===== src/rtl/clk_gate_ctrl.sv =====
// Clock-enable sequencer: serves per-domain req/ack handshakes one at a time,
// round-robin, with a fixed settle delay between clk_en and ack edges.
module clk_gate_ctrl #(
    parameter int unsigned N_CH   = 4,
    parameter int unsigned SETTLE = 3,
    parameter int unsigned SEL_W  = (N_CH > 1) ? $clog2(N_CH) : 1
) (
    input  logic              clk,
    input  logic              rst_n,
    input  logic [N_CH-1:0]   req,
    output logic [N_CH-1:0]   ack,
    output logic [N_CH-1:0]   clk_en,
    output logic              busy,
    output logic [SEL_W-1:0]  sel
);

    localparam int unsigned CNT_W = 8;

    typedef enum logic [1:0] {
        ST_IDLE     = 2'd0,
        ST_ON_WAIT  = 2'd1,
        ST_OFF_WAIT = 2'd2
    } state_t;

    state_t            r_state, w_state_nxt;
    logic [CNT_W-1:0]  r_cnt, w_cnt_nxt;
    logic [N_CH-1:0]   r_ack, w_ack_nxt;
    logic [N_CH-1:0]   r_clk_en, w_clk_en_nxt;
    logic              r_busy, w_busy_nxt;
    logic [SEL_W-1:0]  r_sel, w_sel_nxt;
    logic [SEL_W-1:0]  r_rr, w_rr_nxt;

    logic [N_CH-1:0]   w_pend;
    logic              w_hit;
    logic [SEL_W-1:0]  w_hit_idx;
    logic [SEL_W-1:0]  w_scan;
    logic [SEL_W-1:0]  w_rr_adv;

    assign w_pend = req ^ r_ack;

    // First pending domain at or after r_rr, wrapping modulo N_CH
    always_comb begin
        w_hit     = 1'b0;
        w_hit_idx = '0;
        w_scan    = r_rr;
        for (int unsigned k = 0; k < N_CH; k++) begin
            if (!w_hit && w_pend[w_scan]) begin
                w_hit     = 1'b1;
                w_hit_idx = w_scan;
            end
            if (w_scan == SEL_W'(N_CH - 1)) begin
                w_scan = '0;
            end else begin
                w_scan = w_scan + SEL_W'(1);
            end
        end
    end

    assign w_rr_adv = (w_hit_idx == SEL_W'(N_CH - 1)) ? '0 : (w_hit_idx + SEL_W'(1));

    // Next-state and output-register logic
    always_comb begin
        w_state_nxt  = r_state;
        w_cnt_nxt    = r_cnt;
        w_ack_nxt    = r_ack;
        w_clk_en_nxt = r_clk_en;
        w_busy_nxt   = r_busy;
        w_sel_nxt    = r_sel;
        w_rr_nxt     = r_rr;
        case (r_state)
            ST_IDLE: begin
                if (w_hit) begin
                    w_sel_nxt  = w_hit_idx;
                    w_busy_nxt = 1'b1;
                    w_rr_nxt   = w_rr_adv;
                    w_cnt_nxt  = CNT_W'(SETTLE - 1);
                    if (req[w_hit_idx]) begin
                        w_state_nxt             = ST_ON_WAIT;
                        w_clk_en_nxt[w_hit_idx] = 1'b1;
                    end else begin
                        w_state_nxt          = ST_OFF_WAIT;
                        w_ack_nxt[w_hit_idx] = 1'b0;
                    end
                end
            end
            ST_ON_WAIT: begin
                if (r_cnt == '0) begin
                    w_ack_nxt[r_sel] = 1'b1;
                    w_busy_nxt       = 1'b0;
                    w_state_nxt      = ST_IDLE;
                end else begin
                    w_cnt_nxt = r_cnt - CNT_W'(1);
                end
            end
            ST_OFF_WAIT: begin
                if (r_cnt == '0) begin
                    w_clk_en_nxt[r_sel] = 1'b0;
                    w_busy_nxt          = 1'b0;
                    w_state_nxt         = ST_IDLE;
                end else begin
                    w_cnt_nxt = r_cnt - CNT_W'(1);
                end
            end
            default: begin
                w_state_nxt = ST_IDLE;
                w_busy_nxt  = 1'b0;
            end
        endcase
    end

    always_ff @(posedge clk or negedge rst_n) begin
        if (!rst_n) begin
            r_state  <= ST_IDLE;
            r_cnt    <= '0;
            r_ack    <= '0;
            r_clk_en <= '0;
            r_busy   <= 1'b0;
            r_sel    <= '0;
            r_rr     <= '0;
        end else begin
            r_state  <= w_state_nxt;
            r_cnt    <= w_cnt_nxt;
            r_ack    <= w_ack_nxt;
            r_clk_en <= w_clk_en_nxt;
            r_busy   <= w_busy_nxt;
            r_sel    <= w_sel_nxt;
            r_rr     <= w_rr_nxt;
        end
    end

    assign ack    = r_ack;
    assign clk_en = r_clk_en;
    assign busy   = r_busy;
    assign sel    = r_sel;

endmodule


===== config.mk =====
export PLATFORM = sky130hd
export DESIGN_NAME = clk_gate_ctrl
export DESIGN_NICKNAME = d
export VERILOG_FILES = /design/src/rtl/clk_gate_ctrl.sv
export SDC_FILE = /design/constraint.sdc
export NUM_CORES = 1
export LEC_CHECK = 0
export CELL_PAD_IN_SITES_DETAIL_PLACEMENT = 0
export CELL_PAD_IN_SITES_GLOBAL_PLACEMENT = 1
export CORE_ASPECT_RATIO = 0.5
export CORE_MARGIN = 2
export CORE_UTILIZATION = 35
export DETAILED_ROUTE_END_ITERATION = 16
export GPL_TIMING_DRIVEN = 0
export PLACE_DENSITY = 0.68
export RECOVER_POWER = 50
export SKIP_LAST_GASP = 1
export SYNTH_ARGS = -nofsm -noshare
export SYNTH_HDL_FRONTEND = slang
export SYNTH_SLANG_ARGS = --single-unit

===== constraint.sdc =====
create_clock -name clk -period 2.4 [get_ports clk]
set_input_delay 0.48 -clock clk [delete_from_list [all_inputs] [get_ports clk]]
set_output_delay 0.48 -clock clk [all_outputs]
set_load 0.005 [all_outputs]

* After elaboration in Yosys (flattened, before gate mapping)
Cells that the tools add are included.
** Storage, ports and cells
- Memories kept :: 0
- Output and inout bits :: 11
- Bits in writable memories :: 0
- Latch bits :: 0
- Flip-flop bits (word level) :: 23
- Bits of input ports :: 6
- Bits in read-only memories :: 0
** Operators by class
- Div/mod/pow operators :: 0
- Bitwise gates (word level) :: 7
- Order comparisons :: 8
- Reduce and logical (&&, ||, !) cells :: 19
- Add/sub/neg operators :: 5
- Equal/unequal tests :: 13
- Shift operators :: 0
- Multiply operators :: 0
- Muxes and demuxes :: 44
** Operators by type and width (count)
- 4-bit 2-to-1 mux :: 6
- 2-bit 2-to-1 mux :: 11
- 2-bit by 3-bit less-than comparator with 1-bit output, second input constant :: 6
- 8-bit 2-to-1 mux :: 2
- 4-bit one-hot mux with 2 select lines :: 2
- 8-bit one-hot mux with 2 select lines :: 1
- 1-bit 2-to-1 mux :: 13
- 2-bit != test, second input constant :: 6
- 1-bit binary-select mux with 2-bit select :: 5
- 2-bit == test, second input constant :: 5
- 2-bit by 1-bit adder with 2-bit output, second input constant :: 4
- 4-bit bitwise AND :: 2
- 8-bit logical NOT :: 1
- 4-bit NOT :: 2
- 4-bit bitwise OR :: 2
- 4-bit AND reduction :: 2
- 8-bit by 1-bit subtractor with 8-bit output, second input constant :: 1
- 2-bit nonzero test :: 3
- 1-bit logical AND :: 5
- 1-bit demux with 2-bit select :: 2
- 2-bit by 1-bit greater-or-equal comparator with 1-bit output, second input constant :: 2
- 2-bit one-hot mux with 2 select lines :: 1
- 2-bit AND reduction :: 2
- 4-bit bitwise XOR :: 1
- 7 further kinds :: 9

* Longest topological paths before layout
Gate-level depths: netlist of run 1.
- Depth in word-level cells :: 22
- Depth in mapped cells :: 11

* Worst setup path after synthesis of run 1
No wires, ideal clock.
- Path type :: input -> register
- Start point :: input req[0]
- End point :: register r_clk_en[0] (netlist: clk_en[0])
- Slack :: -0.291 ns
- Buffers on the path :: 1
- Stages on the path :: 8
- Data arrival time :: 2.587 ns
- Path through :: xnor2_1 -> mux4_2 -> and4_4 -> a311o_1 -> or3_1 -> buf_6 -> o22a_4 -> o311ai_1
** Between the ends
- Cells in the longest elaborated chain, start to end :: 21
- Elaborated cells on any way between the ends :: 37
- Those cells by class :: order compare: 2; eq/ne: 2; mux: 23; bitwise: 2; reduce/logical: 8
** RTL lines
- start: declaration :: line 10 : input logic [N_CH-1:0] req,
- 4-bit bitwise XOR :: line 39 : assign w_pend = req ^ r_ack;
- 1-bit binary-select mux with 2-bit select :: line 47 : if (!w_hit && w_pend[w_scan]) begin
- 1-bit 2-to-1 mux (not written as such) :: line 47
- 1-bit 2-to-1 mux :: line 47
- 1-bit logical NOT :: line 47
- 1-bit logical AND :: line 47
- 1-bit 2-to-1 mux :: line 47
- 1-bit logical NOT :: line 47
- [... 5 more ...]
- 2-bit by 3-bit less-than comparator with 1-bit output (not written as such) or 2-bit by 1-bit greater-or-equal comparator with 1-bit output (tied branches) :: line 79 : w_clk_en_nxt[w_hit_idx] = 1'b1;
- 1-bit logical AND (not written as such) :: line 79
- 1-bit 2-to-1 mux (not written as such) :: line 79
- 1-bit demux with 2-bit select :: line 79
- 4-bit bitwise OR (no source line)
- 4-bit 2-to-1 mux :: line 77 : if (req[w_hit_idx]) begin
- 4-bit 2-to-1 mux :: line 72 : if (w_hit) begin
- 4-bit one-hot mux with 2 select lines :: line 70 : case (r_state)
- end signal: assignment :: line 124 : r_clk_en <= w_clk_en_nxt;
- end: declaration :: line 28 : logic [N_CH-1:0] r_clk_en, w_clk_en_nxt;
Parallel ways exist; a longest one is shown, timed or not. The select of a mux whose other input is x is not followed.
A chain may end at the register's enable or synchronous reset.

* Final worst setup path of run 1
- Start point :: register r_ack[1] (netlist: ack[1])
- End point :: register r_clk_en[3] (netlist: clk_en[3])
** Between the ends
- Cells in the longest elaborated chain, start to end :: 21
- Elaborated cells on any way between the ends :: 37
- Those cells by class :: order compare: 2; eq/ne: 2; mux: 23; bitwise: 2; reduce/logical: 8
** RTL lines
- start: declaration :: line 27 : logic [N_CH-1:0] r_ack, w_ack_nxt;
- start signal: assignment :: line 123 : r_ack <= w_ack_nxt;
- 4-bit bitwise XOR (*) :: line 39
- 1-bit binary-select mux with 2-bit select :: line 47
- 1-bit 2-to-1 mux (not written as such) :: line 47
- 1-bit 2-to-1 mux :: line 47
- 1-bit logical NOT :: line 47
- 1-bit logical AND :: line 47
- 1-bit 2-to-1 mux :: line 47
- 1-bit logical NOT :: line 47
- [... 5 more ...]
- 2-bit by 3-bit less-than comparator with 1-bit output (not written as such) or 2-bit by 1-bit greater-or-equal comparator with 1-bit output (tied branches) :: line 79
- 1-bit logical AND (not written as such) :: line 79
- 1-bit 2-to-1 mux (not written as such) :: line 79
- 1-bit demux with 2-bit select :: line 79
- 4-bit bitwise OR (no source line)
- 4-bit 2-to-1 mux :: line 77
- 4-bit 2-to-1 mux :: line 72
- 4-bit one-hot mux with 2 select lines :: line 70
Every way passes the cells marked *; elsewhere a longest branch is shown, timed or not. The select of a mux whose other input is x is not followed.

==> impl_metrics.toml, run 1 <==
[placement]
place_hpwl_mm = 3.78
io_buffer_count = 16
dp.cells = 295
place.gp.congestion = 0.838

[layout]
layout-drive-gt1-share = 0.456
syn2layout_area_growth_pct = 56.3
diodes = 0
stdcell_count = 333
nets = 279

[route]
finalWirelength_mm = 6.18
wl_met3_um = 216
wl_met2_mm = 2.93
drt-met1-wl_mm = 3.01
vias = 1906
vias_per_cell = 5.72
post_drt_wl_per_cell_um = 18.6
first_iter_violations = 90
drc = 0
ant_nets = 0
first_pass_iters = 4
dr.max_layer_used = "met4"

[sta]
timing.fmax_mhz = 367
finClkSkew_ns = 0.0133
period_minus_slack_ns = 2.73
worst_pin_slew_ns = 1.14
fin_crit_sh = 1.14
slew_headroom = 0.235
tns_ns = -2.47
slew_viol_final = 0
setup_ws_ns = -0.328
rsz0062_at_grt = "true"
finalSetupViolCount = 11
finalHoldViolations = 0

[critical_path]
worstSetupStartpointType = "flip-flop"
cp.arrival_ns = 2.89
critPathMaxFanout = 5
reg2reg_depth = 7
path_class = "flip-flop to flip-flop"
crit_start = "ack[1]"
r2r_end = "clk_en[3]"
cp_top_family = "compound AO/OA/AOI/OAI gates"
cp.required_ns = 2.56
cp_slowest_cell = "mux4_2"
max_stage_delay_ns = 0.51
crit_buf_inv = 0
cp_cell_sequence = "xnor2_4 -> mux4_2 -> and4_4 -> a311o_1 -> or3_4 -> o22a_4 -> o311ai_4"
path_depth = 7
reg2reg_setup_slack_ns = -0.33
setup.worst_path.end = "clk_en[3]"
r2r_start = "ack[1]"
endpoint_kind = "flip-flop"

[global_route]
grt_first_pass_wirelength_mm = 9.22
grtUsageTotal = 0.192
grt-ovfl-total = 0
grt_pass1_vias = 1800
antenna_found_initial = 0
grt_max_degree = 24

[run]
cap_violations = 0

[die]
rows = 18
dieWidth_um = 108
die_area_sq_um = 6090
core_sq_um = 5090
die_h_um = 56.2
initial_utilization = 0.374
io_pins = 17

[synthesis]
netlist_area_sq_um = 1910
synth_top_area_frac = 0.302
avgSynthCellArea_sq_um = 9.12
synth_commonest_cells = "23 x dfrtp_1, 19 x inv_1, 13 x nor2_1"
synth_edf_count = 0
synth_cell_type_count = 60
synth_most_common_cell = "dfrtp_1"
ys.flop_type = "dfrtp_1"
syn_inst = 209
synth_warnings = 0
postSynth.asyncResetShare = 1.00
yosysTopAreaCell = "dfrtp_1"
ys_seq_elements = 23
synth_fp_nets = 224
ys_seq_area_frac = 0.302
synth.area.top_cells = "dfrtp_1 30%, ha_1 5.9%, inv_1 3.7%"

[clock_network]
cts_tree = "done"
cts_root_buf = "clkbuf_8"
numCtsBuffers = 3
clk_pin_slew_worst_paths_ns = 0.09
cts_sinks = 23
ctsLongestPathBuffers = 2
ctsHoldBuffers = 0
htree_levels = 1
clkLatencyLatePin_ns = 0.28

[status]
status = "complete, but fails checks"
violations = "setup timing"

[min_path]
hp-class = "flip-flop to flip-flop"
==> per-stage QoR <==
step	cell area [sq um]	setup slack (ns)	hold WS, ns	util
final	2980	-0.328	0.506	0.585
after global routing	2980	-0.387	0.545	0.585
after CTS	2710	-0.281	0.506	0.531
after detailed placement	2270	-1.16	0.481	0.446
after global placement	2270	-1.17	0.474	0.446
after floorplan	2020	-0.246	0.184	-
==> worst reg2reg max path, cell delays in order, from the launching register on <==
cell and delay (ns):
dfrtp_2 0.47, xnor2_4 0.15, mux4_2 0.51, and4_4 0.18
a311o_1 0.29, or3_4 0.42, o22a_4 0.31, o311ai_4 0.28
==> state kept, by name, indices dropped and copies added, names as in the netlist <==
signal and cells:
r_cnt 8, clk_en 4, r_rr 2, ack 4, busy 1, sel 2
r_state 2
==> kinds of logic after synthesis <==
| group | after synthesis | share of synthesized area |
|---|---|---|
| AOI/OAI and AO/OA | 71 | 0.290 |
| xor gates and xnor gates | 8 | 0.0368 |
| adders and majority gates | 9 | 0.0591 |
| buffers and inverters | 26 | 0.0643 |
| DFF | 23 | 0.302 |
| muxes | 9 | 0.0617 |
| and+or+nand+nor | 63 | 0.186 |
==> worst min-delay path by stage <==
| stage | from | to | cells after the start |
|---|---|---|---|
| 3_3_place_gp | busy | busy | 1 |
| 4_1_cts | busy | busy | 1 |
| 3_5_place_dp | busy | busy | 1 |
| 5_1_grt | busy | busy | 1 |
| 6_report | busy | busy | 1 |
| 2_1_floorplan | rst_n | ack[0] | 0 |
==> layer usage <==
metal	global-route usage	up-vias
met3	0.0340	4
met5	0	-
met4	0.0293	0
li1	-	909
met1	0.282	960
met2	0.300	33
==> timing repair <==
action | 4_1_cts | 5_1_grt
gates cloned | 0 | 1
buffers inserted | 21 | 14
gates resized for setup | 59 | 33
endpoints found under the setup margin | 22 | 20
pin swaps | 8 | 15
==> final cells by class <==
class / count / area, sq um
Tap cell: 70 / 87.6
Inverter: 20 / 75.1
Timing Repair Buffer: 51 / 422
Fill cell: 456 / 2110
Clock buffer: 4 / 45.0
Multi-Input combinational cell: 161 / 1730
Buffer: 4 / 37.5
Sequential cell: 23 / 582
==> layout by cell type, fill, tap and decap left out, types with 3 or more instances in the layout <==
cell type,instances
clkdlybuf4s50_1,5
or4_1,3
clkbuf_8,3
nor2_1,9
dlygate4sd3_1,7
a21oi_1,9
inv_1,19
and2_2,4
o21ai_0,10
o311ai_4,4
nand3_1,5
mux2i_1,5
ha_1,6
a311oi_2,4
buf_4,32
xor2_4,3
dfrtp_2,5
buf_2,4
xnor2_4,4
or3_1,3
buf_6,5
nor3_1,3
a221oi_2,5
nand2_1,7
dfrtp_1,18
nand2b_1,7
Power of run 1 is not shown: default switching activity piles up to over one toggle a cycle in this logic, so the estimate is an artifact.
==> run 2, diff against run 1 <==
--- a/config.mk
+++ b/config.mk
@@ -5,6 +5,7 @@
 export SDC_FILE = /design/constraint.sdc
 export NUM_CORES = 1
 export LEC_CHECK = 0
+export CAP_MARGIN = 10
 export CELL_PAD_IN_SITES_DETAIL_PLACEMENT = 0
 export CELL_PAD_IN_SITES_GLOBAL_PLACEMENT = 1
 export CORE_ASPECT_RATIO = 0.5
==> impl_metrics.toml, run 2 (synthesis results as in run 1) <==
[status]
status = "complete, but fails checks"
violations = "setup timing"

[run]
cap_violations = 0

[route]
finalWirelength_mm = 6.19
post_drt_wl_per_cell_um = 18.5
drc = 0
first_iter_violations = 76
vias_per_cell = 5.75
first_pass_iters = 4
vias = 1919
ant_nets = 0

[layout]
final_common_cell = "buf_4"
fillers = 458
multi_input_area_sq_um = 1730
final_cell_mix = "32 x buf_4, 19 x inv_1, 18 x dfrtp_1"
diodes = 0
syn2layout_area_growth_pct = 56.5
largest_reg_flops = 8
layout-drive-gt1-share = 0.455
nets = 280
regArea_sq_um = 582
largest_register = "r_cnt"

[global_route]
grtUsageTotal = 0.192
grt_first_pass_wirelength_mm = 9.22
grt_max_degree = 24
grt_pass1_vias = 1800
grt-ovfl-total = 0
antenna_found_initial = 0

[sta]
slew_viol_final = 0
period_minus_slack_ns = 2.72
setup_ws_ns = -0.322
finalHoldViolations = 0
rsz0062_at_grt = "true"
finalSetupViolCount = 11
worst_pin_slew_ns = 1.00
finClkSkew_ns = 0.0119
timing.fmax_mhz = 367
fin_crit_sh = 1.13
slew_headroom = 0.333
fin_hold_ws_ns = 0.516
tns_ns = -2.43

[clock_network]
cts_root_buf = "clkbuf_8"
numCtsBuffers = 3
cts_tree = "done"
ctsHoldBuffers = 0
clk_pin_slew_worst_paths_ns = 0.09
clkLatencyLatePin_ns = 0.27
cts_sinks = 23
htree_levels = 1
ctsLongestPathBuffers = 2

[critical_path]
path_class = "flip-flop to flip-flop"
endpoint_kind = "flip-flop"
crit_start = "ack[1]"
cp.arrival_ns = 2.89
reg2reg_depth = 7
critPathMaxFanout = 5
worstSetupStartpointType = "flip-flop"
r2r_start = "ack[1]"
cp.required_ns = 2.57
reg2reg_setup_slack_ns = -0.32

[die]
io_pins = 17
initial_utilization = 0.374
dieWidth_um = 108
rows = 18
die_area_sq_um = 6090
core_sq_um = 5090
die_h_um = 56.2

[placement]
place.gp.congestion = 0.838
io_buffer_count = 16
place_hpwl_mm = 3.78

[min_path]
whs_path_depth = 1
hp-start = "busy"
hp-class = "flip-flop to flip-flop"
[run 2: changes by cell type in the layout (fill, tap and decap cells not counted)]
cell,before,now
clkdlybuf4s50_1,5,11
clkbuf_1,2,3
dlygate4sd3_1,7,1
[run 2: path summary, 6_finish.rpt]
kind | to
max | clk_en[3]
min | busy
max reg2reg | clk_en[3]
min reg2reg | busy
max in group asynchronous | ack[2]
min in group asynchronous | sel[0]
[run 2: cell type report]
class,instances,share of cell area
multi-input cells,161,0.580
flip-flops and latches,23,0.195
repair buffers,52,0.143
well taps,70,0.0294
inverters,20,0.0252
clock buffers,4,0.0151
plain buffers,4,0.0126
[run 2: repair_timing]
action / CTS / global route
gates cloned: 0 / 1
endpoints found under the setup margin: 22 / 20
resized for setup: 59 / 33
pin swaps: 8 / 15
buffers inserted: 21 / 14
[run 2: worst max-delay path, cell delays in order, from the launching register on]
cell	delay [ns]
dfrtp_2	0.47
xnor2_4	0.15
mux4_2	0.51
and4_4	0.18
a311o_1	0.29
or3_4	0.42
o22a_4	0.31
o311ai_4	0.28
[run 2: through the flow]
| step | area (sq um) | std cells | util | setup WS, ns |
|---|---|---|---|---|
| 6_report | 2980 | 334 | 0.586 | -0.322 |
| 5_1_grt | 2980 | 334 | 0.586 | -0.387 |
| 4_1_cts | 2710 | 320 | 0.531 | -0.281 |
| 3_5_place_dp | 2270 | 295 | 0.446 | -1.16 |
| 3_3_place_gp | 2270 | 295 | 0.446 | -1.17 |
| 2_1_floorplan | 2020 | 209 | - | -0.246 |
[run 2: layer usage]
metal	vias up	global-route usage	wire length [um]	part of all wire
met5	-	0	0	0
met4	0	0.0293	29	0.0047
met3	4	0.0340	275	0.044
met2	42	0.300	2950	0.48
met1	961	0.282	2940	0.47
li1	912	-	-	-
Power of run 2 is left out for the same reason.
